File: config.mk
export PLATFORM = sky130hd
export DESIGN_NAME = fighter_motion_ctrl
export DESIGN_NICKNAME = d
export VERILOG_FILES = /design/src/rtl/fighter_pkg.sv /design/src/rtl/fighter_motion_ctrl_combo_detector.sv /design/src/rtl/fighter_motion_ctrl.sv
export SDC_FILE = /design/constraint.sdc
export NUM_CORES = 1
export LEC_CHECK = 0
export BUFFER_PORTS_ARGS = -buffer_cell sky130_fd_sc_hd__buf_2
export CAP_MARGIN = 20
export CORE_MARGIN = 10
export CORE_UTILIZATION = 60
export CTS_BUF_LIST = sky130_fd_sc_hd__clkbuf_8
export DETAILED_ROUTE_END_ITERATION = 8
export GPL_ROUTABILITY_DRIVEN = 0
export MAX_ROUTING_LAYER = met4
export PLACE_DENSITY = 0.81
export SYNTH_ARGS = -nofsm -noshare
export SYNTH_HDL_FRONTEND = slang
export SYNTH_SLANG_ARGS = --single-unit
File: constraint.sdc
create_clock -name clk -period 4 [get_ports clk]
set_input_delay 0.8 -clock clk [delete_from_list [all_inputs] [get_ports clk]]
set_output_delay 0.8 -clock clk [all_outputs]
set_load 0.005 [all_outputs]
File: src/rtl/fighter_pkg.sv
// Shared encodings and helpers for the fighter movement controller.
package fighter_pkg;

  localparam logic [1:0] CS_IDLE    = 2'b00;
  localparam logic [1:0] CS_ATTACK  = 2'b01;
  localparam logic [1:0] CS_SPECIAL = 2'b10;

  localparam int SCREEN_W = 96;
  localparam int SCREEN_H = 64;

  typedef enum logic [1:0] {
    ST_GROUND  = 2'd0,
    ST_AIR     = 2'd1,
    ST_ATTACK  = 2'd2,
    ST_SPECIAL = 2'd3
  } fsm_state_e;

  // Saturate a signed intermediate coordinate into an unsigned 7-bit range.
  function automatic logic [6:0] clamp_u7(input logic signed [7:0] v,
                                          input logic [6:0] lo,
                                          input logic [6:0] hi);
    logic signed [7:0] lo_s;
    logic signed [7:0] hi_s;
    lo_s = $signed({1'b0, lo});
    hi_s = $signed({1'b0, hi});
    if (v < lo_s)      return lo;
    else if (v > hi_s) return hi;
    else               return v[6:0];
  endfunction

endpackage

File: src/rtl/fighter_motion_ctrl_combo_detector.sv
// Tracks the left, down, right edge sequence that arms the special move.
module combo_detector
  import fighter_pkg::*;
#(
  parameter int COMBO_WINDOW = 10
) (
  input  logic clk,
  input  logic reset,
  input  logic frame_tick,
  input  logic left_edge,
  input  logic down_edge,
  input  logic right_edge,
  input  logic consume,
  output logic armed
);

  localparam int CW = $clog2(COMBO_WINDOW + 1);
  localparam logic [CW-1:0] WIN_FULL = CW'(COMBO_WINDOW);

  logic [1:0]    prog_q, prog_d;
  logic [CW-1:0] win_q, win_d;
  logic [1:0]    prog_eff;
  logic          expected_hit;
  logic          any_edge;

  always_comb begin
    // An expired window means progress no longer counts, even before it is cleared.
    prog_eff = (win_q == '0) ? 2'd0 : prog_q;
    any_edge = left_edge | down_edge | right_edge;
    case (prog_eff)
      2'd0:    expected_hit = left_edge  & ~down_edge & ~right_edge;
      2'd1:    expected_hit = down_edge  & ~left_edge & ~right_edge;
      2'd2:    expected_hit = right_edge & ~left_edge & ~down_edge;
      default: expected_hit = 1'b0;
    endcase

    prog_d = prog_q;
    win_d  = win_q;
    if (frame_tick) begin
      if (consume) begin
        prog_d = 2'd0;
        win_d  = '0;
      end else if (expected_hit) begin
        prog_d = prog_eff + 2'd1;
        win_d  = WIN_FULL;
      end else if (any_edge) begin
        prog_d = left_edge ? 2'd1 : 2'd0;
        win_d  = left_edge ? WIN_FULL : '0;
      end else if (win_q != '0) begin
        win_d = win_q - 1'b1;
      end else begin
        prog_d = 2'd0;
      end
    end
  end

  always_ff @(posedge clk) begin
    if (reset) begin
      prog_q <= 2'd0;
      win_q  <= '0;
    end else begin
      prog_q <= prog_d;
      win_q  <= win_d;
    end
  end

  assign armed = (prog_q == 2'd3) && (win_q != '0);

endmodule

File: src/rtl/fighter_motion_ctrl.sv
// Per-fighter movement/attack controller; every state update happens on frame_tick.
module fighter_motion_ctrl
  import fighter_pkg::*;
#(
  parameter int X_MIN         = 8,
  parameter int X_MAX         = 88,
  parameter int Y_GROUND      = 32,
  parameter int START_X       = 24,
  parameter bit START_MIRROR  = 1'b0,
  parameter int WALK_STEP     = 2,
  parameter int JUMP_V0       = 6,
  parameter int GRAVITY       = 1,
  parameter int ATTACK_TICKS  = 9,
  parameter int SPECIAL_TICKS = 15,
  parameter int COMBO_WINDOW  = 10
) (
  input  logic       clk,
  input  logic       reset,
  input  logic       frame_tick,
  input  logic       btn_left,
  input  logic       btn_right,
  input  logic       btn_up,
  input  logic       btn_down,
  input  logic       btn_attack,
  input  logic [6:0] opponent_x,
  output logic [6:0] x,
  output logic [6:0] y,
  output logic       in_air,
  output logic       is_moving,
  output logic [1:0] character_state,
  output logic       mirror
);

  localparam int X_HI      = (X_MAX < SCREEN_W) ? X_MAX : SCREEN_W - 1;
  localparam int Y_GND     = (Y_GROUND < SCREEN_H) ? Y_GROUND : SCREEN_H - 1;
  localparam int MAX_TICKS = (ATTACK_TICKS > SPECIAL_TICKS) ? ATTACK_TICKS : SPECIAL_TICKS;
  localparam int CNT_W     = $clog2(MAX_TICKS + 1);

  localparam logic [6:0]        X_LO7    = 7'(X_MIN);
  localparam logic [6:0]        X_HI7    = 7'(X_HI);
  localparam logic [6:0]        Y_GND7   = 7'(Y_GND);
  localparam logic [6:0]        START_X7 = 7'(START_X);
  localparam logic signed [7:0] STEP     = 8'(WALK_STEP);
  localparam logic signed [5:0] VY_JUMP  = 6'(-JUMP_V0);
  localparam logic signed [5:0] VY_GRAV  = 6'(GRAVITY);
  localparam logic [CNT_W-1:0]  ATK_LOAD = CNT_W'(ATTACK_TICKS - 1);
  localparam logic [CNT_W-1:0]  SPC_LOAD = CNT_W'(SPECIAL_TICKS - 1);

  fsm_state_e        st_q, st_d;
  logic [6:0]        x_q, x_d, y_q, y_d;
  logic signed [5:0] vy_q, vy_d;
  logic              in_air_q, in_air_d, moving_q, moving_d, mirror_q, mirror_d;
  logic [1:0]        cs_q, cs_d;
  logic [CNT_W-1:0]  cnt_q, cnt_d;
  logic [4:0]        prev_q, prev_d;

  logic [4:0]        btn_now, edges;
  logic              left_e, right_e, up_e, down_e, atk_e;
  logic              armed;
  logic signed [7:0] walk_delta, y_sum;
  logic [6:0]        x_walk;

  assign btn_now = {btn_left, btn_right, btn_up, btn_down, btn_attack};
  assign edges   = btn_now & ~prev_q;
  assign {left_e, right_e, up_e, down_e, atk_e} = edges;

  combo_detector #(.COMBO_WINDOW(COMBO_WINDOW)) u_combo (
    .clk        (clk),
    .reset      (reset),
    .frame_tick (frame_tick),
    .left_edge  (left_e),
    .down_edge  (down_e),
    .right_edge (right_e),
    .consume    (atk_e),
    .armed      (armed)
  );

  always_comb begin
    walk_delta = 8'sd0;
    if (btn_left && !btn_right)      walk_delta = -STEP;
    else if (btn_right && !btn_left) walk_delta = STEP;
    x_walk = clamp_u7($signed({1'b0, x_q}) + walk_delta, X_LO7, X_HI7);
    y_sum  = $signed({1'b0, y_q}) + $signed({{2{vy_q[5]}}, vy_q});

    st_d     = st_q;
    x_d      = x_q;
    y_d      = y_q;
    vy_d     = vy_q;
    in_air_d = in_air_q;
    moving_d = moving_q;
    mirror_d = mirror_q;
    cs_d     = cs_q;
    cnt_d    = cnt_q;
    prev_d   = prev_q;

    if (frame_tick) begin
      prev_d   = btn_now;
      moving_d = 1'b0;
      case (st_q)
        ST_GROUND: begin
          if (opponent_x < x_q)      mirror_d = 1'b1;
          else if (opponent_x > x_q) mirror_d = 1'b0;
          if (atk_e) begin
            st_d  = armed ? ST_SPECIAL : ST_ATTACK;
            cs_d  = armed ? CS_SPECIAL : CS_ATTACK;
            cnt_d = armed ? SPC_LOAD : ATK_LOAD;
          end else if (up_e) begin
            st_d     = ST_AIR;
            in_air_d = 1'b1;
            vy_d     = VY_JUMP;
          end else begin
            x_d      = x_walk;
            moving_d = (x_walk != x_q);
          end
        end
        ST_AIR: begin
          x_d = x_walk;
          if (y_sum >= $signed({1'b0, Y_GND7})) begin
            y_d      = Y_GND7;
            vy_d     = 6'sd0;
            in_air_d = 1'b0;
            st_d     = ST_GROUND;
          end else begin
            y_d  = clamp_u7(y_sum, 7'd0, Y_GND7);
            vy_d = vy_q + VY_GRAV;
          end
        end
        default: begin
          if (cnt_q == '0) begin
            st_d = ST_GROUND;
            cs_d = CS_IDLE;
          end else begin
            cnt_d = cnt_q - 1'b1;
          end
        end
      endcase
    end
  end

  always_ff @(posedge clk) begin
    if (reset) begin
      st_q     <= ST_GROUND;
      x_q      <= START_X7;
      y_q      <= Y_GND7;
      vy_q     <= 6'sd0;
      in_air_q <= 1'b0;
      moving_q <= 1'b0;
      mirror_q <= START_MIRROR;
      cs_q     <= CS_IDLE;
      cnt_q    <= '0;
      prev_q   <= 5'd0;
    end else begin
      st_q     <= st_d;
      x_q      <= x_d;
      y_q      <= y_d;
      vy_q     <= vy_d;
      in_air_q <= in_air_d;
      moving_q <= moving_d;
      mirror_q <= mirror_d;
      cs_q     <= cs_d;
      cnt_q    <= cnt_d;
      prev_q   <= prev_d;
    end
  end

  assign x               = x_q;
  assign y               = y_q;
  assign in_air          = in_air_q;
  assign is_moving       = moving_q;
  assign character_state = cs_q;
  assign mirror          = mirror_q;

endmodule

==> tab_implementation.tex <==
\begin{tabular}{lr}
\hline
Metric & Value \\
\hline
\multicolumn{2}{l}{\textbf{Die}} \\
\quad Die area & 8570 um2 \\
\quad Starting Density & 61.9\% \\
\quad Io pins & 34 \\
\quad Standard cell core area & 5110 um2 \\
\quad Std cell rows & 26 \\
\quad Die W & between 90 and 100 um \\
\quad Die Y-Extent & 92.6 um \\
\multicolumn{2}{l}{\textbf{Routing}} \\
\quad Detailed Route Iter0 Violations & $\sim$190 \\
\quad Final routed wire length divided by cell count & 14.3 um \\
\quad Number of vias per cell after detailed routing & between 5 and 6 \\
\quad Total routed wirelength & between 7 and 8 mm \\
\quad Post-detailed-route DRC marker count & 0 \\
\quad Number of antenna-violating nets in the routed design & 0 \\
\quad Initial DRT Pass Iterations & 5 \\
\quad Vias after detailed routing & 3009 \\
\multicolumn{2}{l}{\textbf{Layout}} \\
\quad Summed area of non-filler cells in the final layout & 3430 um2 \\
\quad \# nets final & 473 \\
\quad Number of inserted diodes & 0 \\
\quad Fillers & around 440 \\
\quad Fraction of layout cells with a size suffix above 1 & 12.4\% \\
\quad Area added between synthesis and finish & 8.55\% \\
\quad Most common cell after layout, fill and taps aside & sky130\_fd\_sc\_hd\_\_dfxtp\_1 \\
\quad Highest-count cells in the layout ignoring fill and taps & sky130\_fd\_sc\_hd\_\_dfxtp\_1, sky130\_fd\_sc\_hd\_\_nand2\_1, sky130\_fd\_sc\_hd\_\_nor2\_1 \\
\multicolumn{2}{l}{\textbf{Clock tree}} \\
\quad Number of buffers created by CTS & 5 \\
\quad Clock sink total & 42 \\
\quad Post CTS Setup Buffer Count & 0 \\
\quad Post-CTS Hold Fix Bufs & 0 \\
\quad Clock transition at the registers of the reported paths & 0.08 ns \\
\quad Level count of the clock H-tree & 2 \\
\quad Clock tree root buffer cell & sky130\_fd\_sc\_hd\_\_clkbuf\_8 \\
\quad Post-cts gate resize count & 0 \\
\quad Insertion delay of the later-clocked pin in the worst-skew pair & $\sim$0.30 ns \\
\quad Clock tree from TritonCTS & yes \\
\quad Clock buffer depth & 2 \\
\multicolumn{2}{l}{\textbf{Worst setup path}} \\
\quad Required time of the critical path & 4.18 ns \\
\quad CP Launch Type & input port \\
\quad Worst Setup Path Type & in2reg \\
\quad Type of destination of the critical path & flop \\
\quad Largest fanout of any net on the critical path & 6 \\
\quad CP arrival & 3.68 ns \\
\multicolumn{2}{l}{\textbf{Timing}} \\
\quad Setup skew after layout & 0.0115 ns \\
\quad Max-slew violation count & 0 \\
\quad Final worst path period share & between 80 and 90\% \\
\quad Setup\_tns & 0 ns \\
\quad Worst slew margin relative to its limit & 61.6\% \\
\quad Hold violation count in the final report & 0 \\
\quad Worst slew pin tran & 0.575 ns \\
\quad Final worst path period need & 3.50 ns \\
\quad Fmax & 0.286 GHz \\
\quad Unrepaired setup endpoints after global routing & no \\
\quad Endpoints failing setup & 0 \\
\quad Worst path setup slack after routing & 0.498 ns \\
\multicolumn{2}{l}{\textbf{Synthesis}} \\
\quad Sequential share of the synthesized area & 26.6\% \\
\quad Post-synthesis area per instance & about 7.7 um2 \\
\quad Top cells by area in the synthesized netlist & sky130\_fd\_sc\_hd\_\_dfxtp\_1, sky130\_fd\_sc\_hd\_\_ha\_1, sky130\_fd\_sc\_hd\_\_nand2\_1, sky130\_fd\_sc\_hd\_\_o21ai\_0, sky130\_fd\_sc\_hd\_\_nor2\_1 \\
\quad Dominant synthesized flop cell & sky130\_fd\_sc\_hd\_\_dfxtp\_1 \\
\quad Number of unique standard cell types used by synthesis & 65 \\
\quad Number of synthesized flops with an enable pin & 0 \\
\quad Yosys warning total & 0 \\
\quad FF+latch count, synth & 42 \\
\quad Post-Synthesis Net Count & between 400 and 500 \\
\quad Largest area contributor in the netlist & sky130\_fd\_sc\_hd\_\_dfxtp\_1 \\
\quad Syn Inst Count & 409 \\
\quad Cell area after synthesis & 3160 um2 \\
\quad Async set or reset register ratio after synthesis & 0\% \\
\quad Area share of the leading cell type in the synthesized netlist & 26.6\% \\
\multicolumn{2}{l}{\textbf{GRT}} \\
\quad Total routing resource utilization after global routing & 17.0\% \\
\quad Largest net degree at the start of global routing & 36 \\
\quad Residual overflow from global routing & 0 \\
\quad Wire length of the first global-routing pass & between 10 and 15 mm \\
\quad Via count of the first global-routing pass & roughly 2800 \\
\quad Number of antenna violations at the first check in global routing & 0 \\
\multicolumn{2}{l}{\textbf{Worst hold path}} \\
\quad Hold crit path type & reg2reg \\
\multicolumn{2}{l}{\textbf{Power}} \\
\quad Lkg Pwr & approximately 0.0015 uW \\
\quad Peak supply drop & 0.159 mV \\
\quad Pwr dens & between 200 and 300 nW/um2 \\
\quad Total Power Consumption & between 1000 and 1500 uW \\
\multicolumn{2}{l}{\textbf{Placed design}} \\
\quad Placed Instance Area & approximately 3300 um2 \\
\quad Input/output buffers & 33 \\
\quad DP Wirelength & 5.57 mm \\
\quad Pre-CTS worst setup slack & between 0.2 and 0.25 ns \\
\multicolumn{2}{l}{\textbf{Run status}} \\
\quad Result of the run & complete, no violations \\
\multicolumn{2}{l}{\textbf{Job}} \\
\quad Max cap viols & 0 \\
\hline
\end{tabular}
==> metrics by stage <==
step / utilization (%) / cells / hold slack, ns
2_1_floorplan: - / 409 / 0.427
3_3_place_gp: 65.5 / 496 / 0.436
3_5_place_dp: 65.5 / 496 / 0.453
4_1_cts: 67.2 / 504 / 0.465
5_1_grt: 67.2 / 504 / 0.500
6_report: 67.2 / 504 / 0.459
==> cell usage after synthesis, types with 5 or more instances <==
cell,count
sky130_fd_sc_hd__a211oi_1,5
sky130_fd_sc_hd__a21oi_1,26
sky130_fd_sc_hd__a31oi_1,6
sky130_fd_sc_hd__and2_1,6
sky130_fd_sc_hd__clkbuf_1,10
sky130_fd_sc_hd__dfxtp_1,42
sky130_fd_sc_hd__ha_1,24
sky130_fd_sc_hd__inv_1,24
sky130_fd_sc_hd__mux2i_1,8
sky130_fd_sc_hd__nand2_1,40
sky130_fd_sc_hd__nand2b_1,5
sky130_fd_sc_hd__nand3_1,12
sky130_fd_sc_hd__nand4_1,5
sky130_fd_sc_hd__nor2_1,36
sky130_fd_sc_hd__nor2b_1,14
sky130_fd_sc_hd__nor3_1,13
sky130_fd_sc_hd__o211ai_1,6
sky130_fd_sc_hd__o21a_1,8
sky130_fd_sc_hd__o21ai_0,29
sky130_fd_sc_hd__xnor2_1,5
sky130_fd_sc_hd__xor2_1,7
==> final timing paths <==
path,start,endpoint,slack (ns),depth (start not counted)
hold reg to reg,u_combo.prog_q[0],u_combo.prog_q[0],0.46,2
hold / removal,u_combo.prog_q[0],u_combo.prog_q[0],0.46,2
setup / recovery,btn_right,is_moving,0.50,14
setup reg to reg,x[1],is_moving,0.89,10
==> routing by layer <==
layer / track usage, % / vias to the layer above / part of all wire [%]
li1: - / 1524 / -
met1: 21.0 / 1393 / 46
met2: 27.2 / 84 / 47
met3: 4.04 / 8 / 6.6
met4: 4.50 / 0 / 1.0
met5: - / - / 0
==> registers in the layout (all words and copies together) (netlist names) <==
name             flops
x                    7
y                    7
vy_q                 6
prev_q               5
cnt_q                4
u_combo.win_q        4
character_state      2
st_q                 2
u_combo.prog_q       2
in_air               1
is_moving            1
mirror               1
==> cell type report <==
type                    count  area, um2  share of cell area, %
multi-input cells         325       2150                   62.6
flip-flops and latches     42        841                   24.5
clock inverters             3       17.5                  0.510
well taps                  70       87.6                   2.55
repair buffers             35        180                   5.25
inverters                  24       90.1                   2.62
clock buffers               5       68.8                   2.01
==> critical path, stage by stage <==
cell and delay (ns):
sky130_fd_sc_hd__buf_2 0.10, sky130_fd_sc_hd__inv_1 0.08, sky130_fd_sc_hd__ha_1 0.23, sky130_fd_sc_hd__inv_1 0.06, sky130_fd_sc_hd__ha_1 0.29, sky130_fd_sc_hd__ha_1 0.25
sky130_fd_sc_hd__a21boi_0 0.28, sky130_fd_sc_hd__o22a_1 0.29, sky130_fd_sc_hd__a211oi_1 0.12, sky130_fd_sc_hd__a221o_1 0.37, sky130_fd_sc_hd__a221oi_4 0.31, sky130_fd_sc_hd__and2b_1 0.21
sky130_fd_sc_hd__mux2i_1 0.19, sky130_fd_sc_hd__o211ai_1 0.10
==> report_power, final <==
part | switching (uW) | total [uW] | leakage, uW | internal [uW]
registers | 32.5 | 474 | 0.000342 | 441
logic | 161 | 279 | 0.00109 | 118
clock network | 148 | 269 | 0.0000493 | 121
==> cell families (layout without fill, tap and decap cells) <==
kind of cell	Yosys count	after routing	share of synthesized area, %
adder cells (fa/ha/maj)	25	25	10.1
multiplexers	8	8	2.53
AO/OA/AOI/OAI	119	119	26.0
XOR/XNOR	12	12	3.32
flip-flops	42	42	26.6
AND/OR/NAND/NOR	161	161	25.9
buffers and inverters	42	67	5.50
Power figures use the tool's default switching activity.
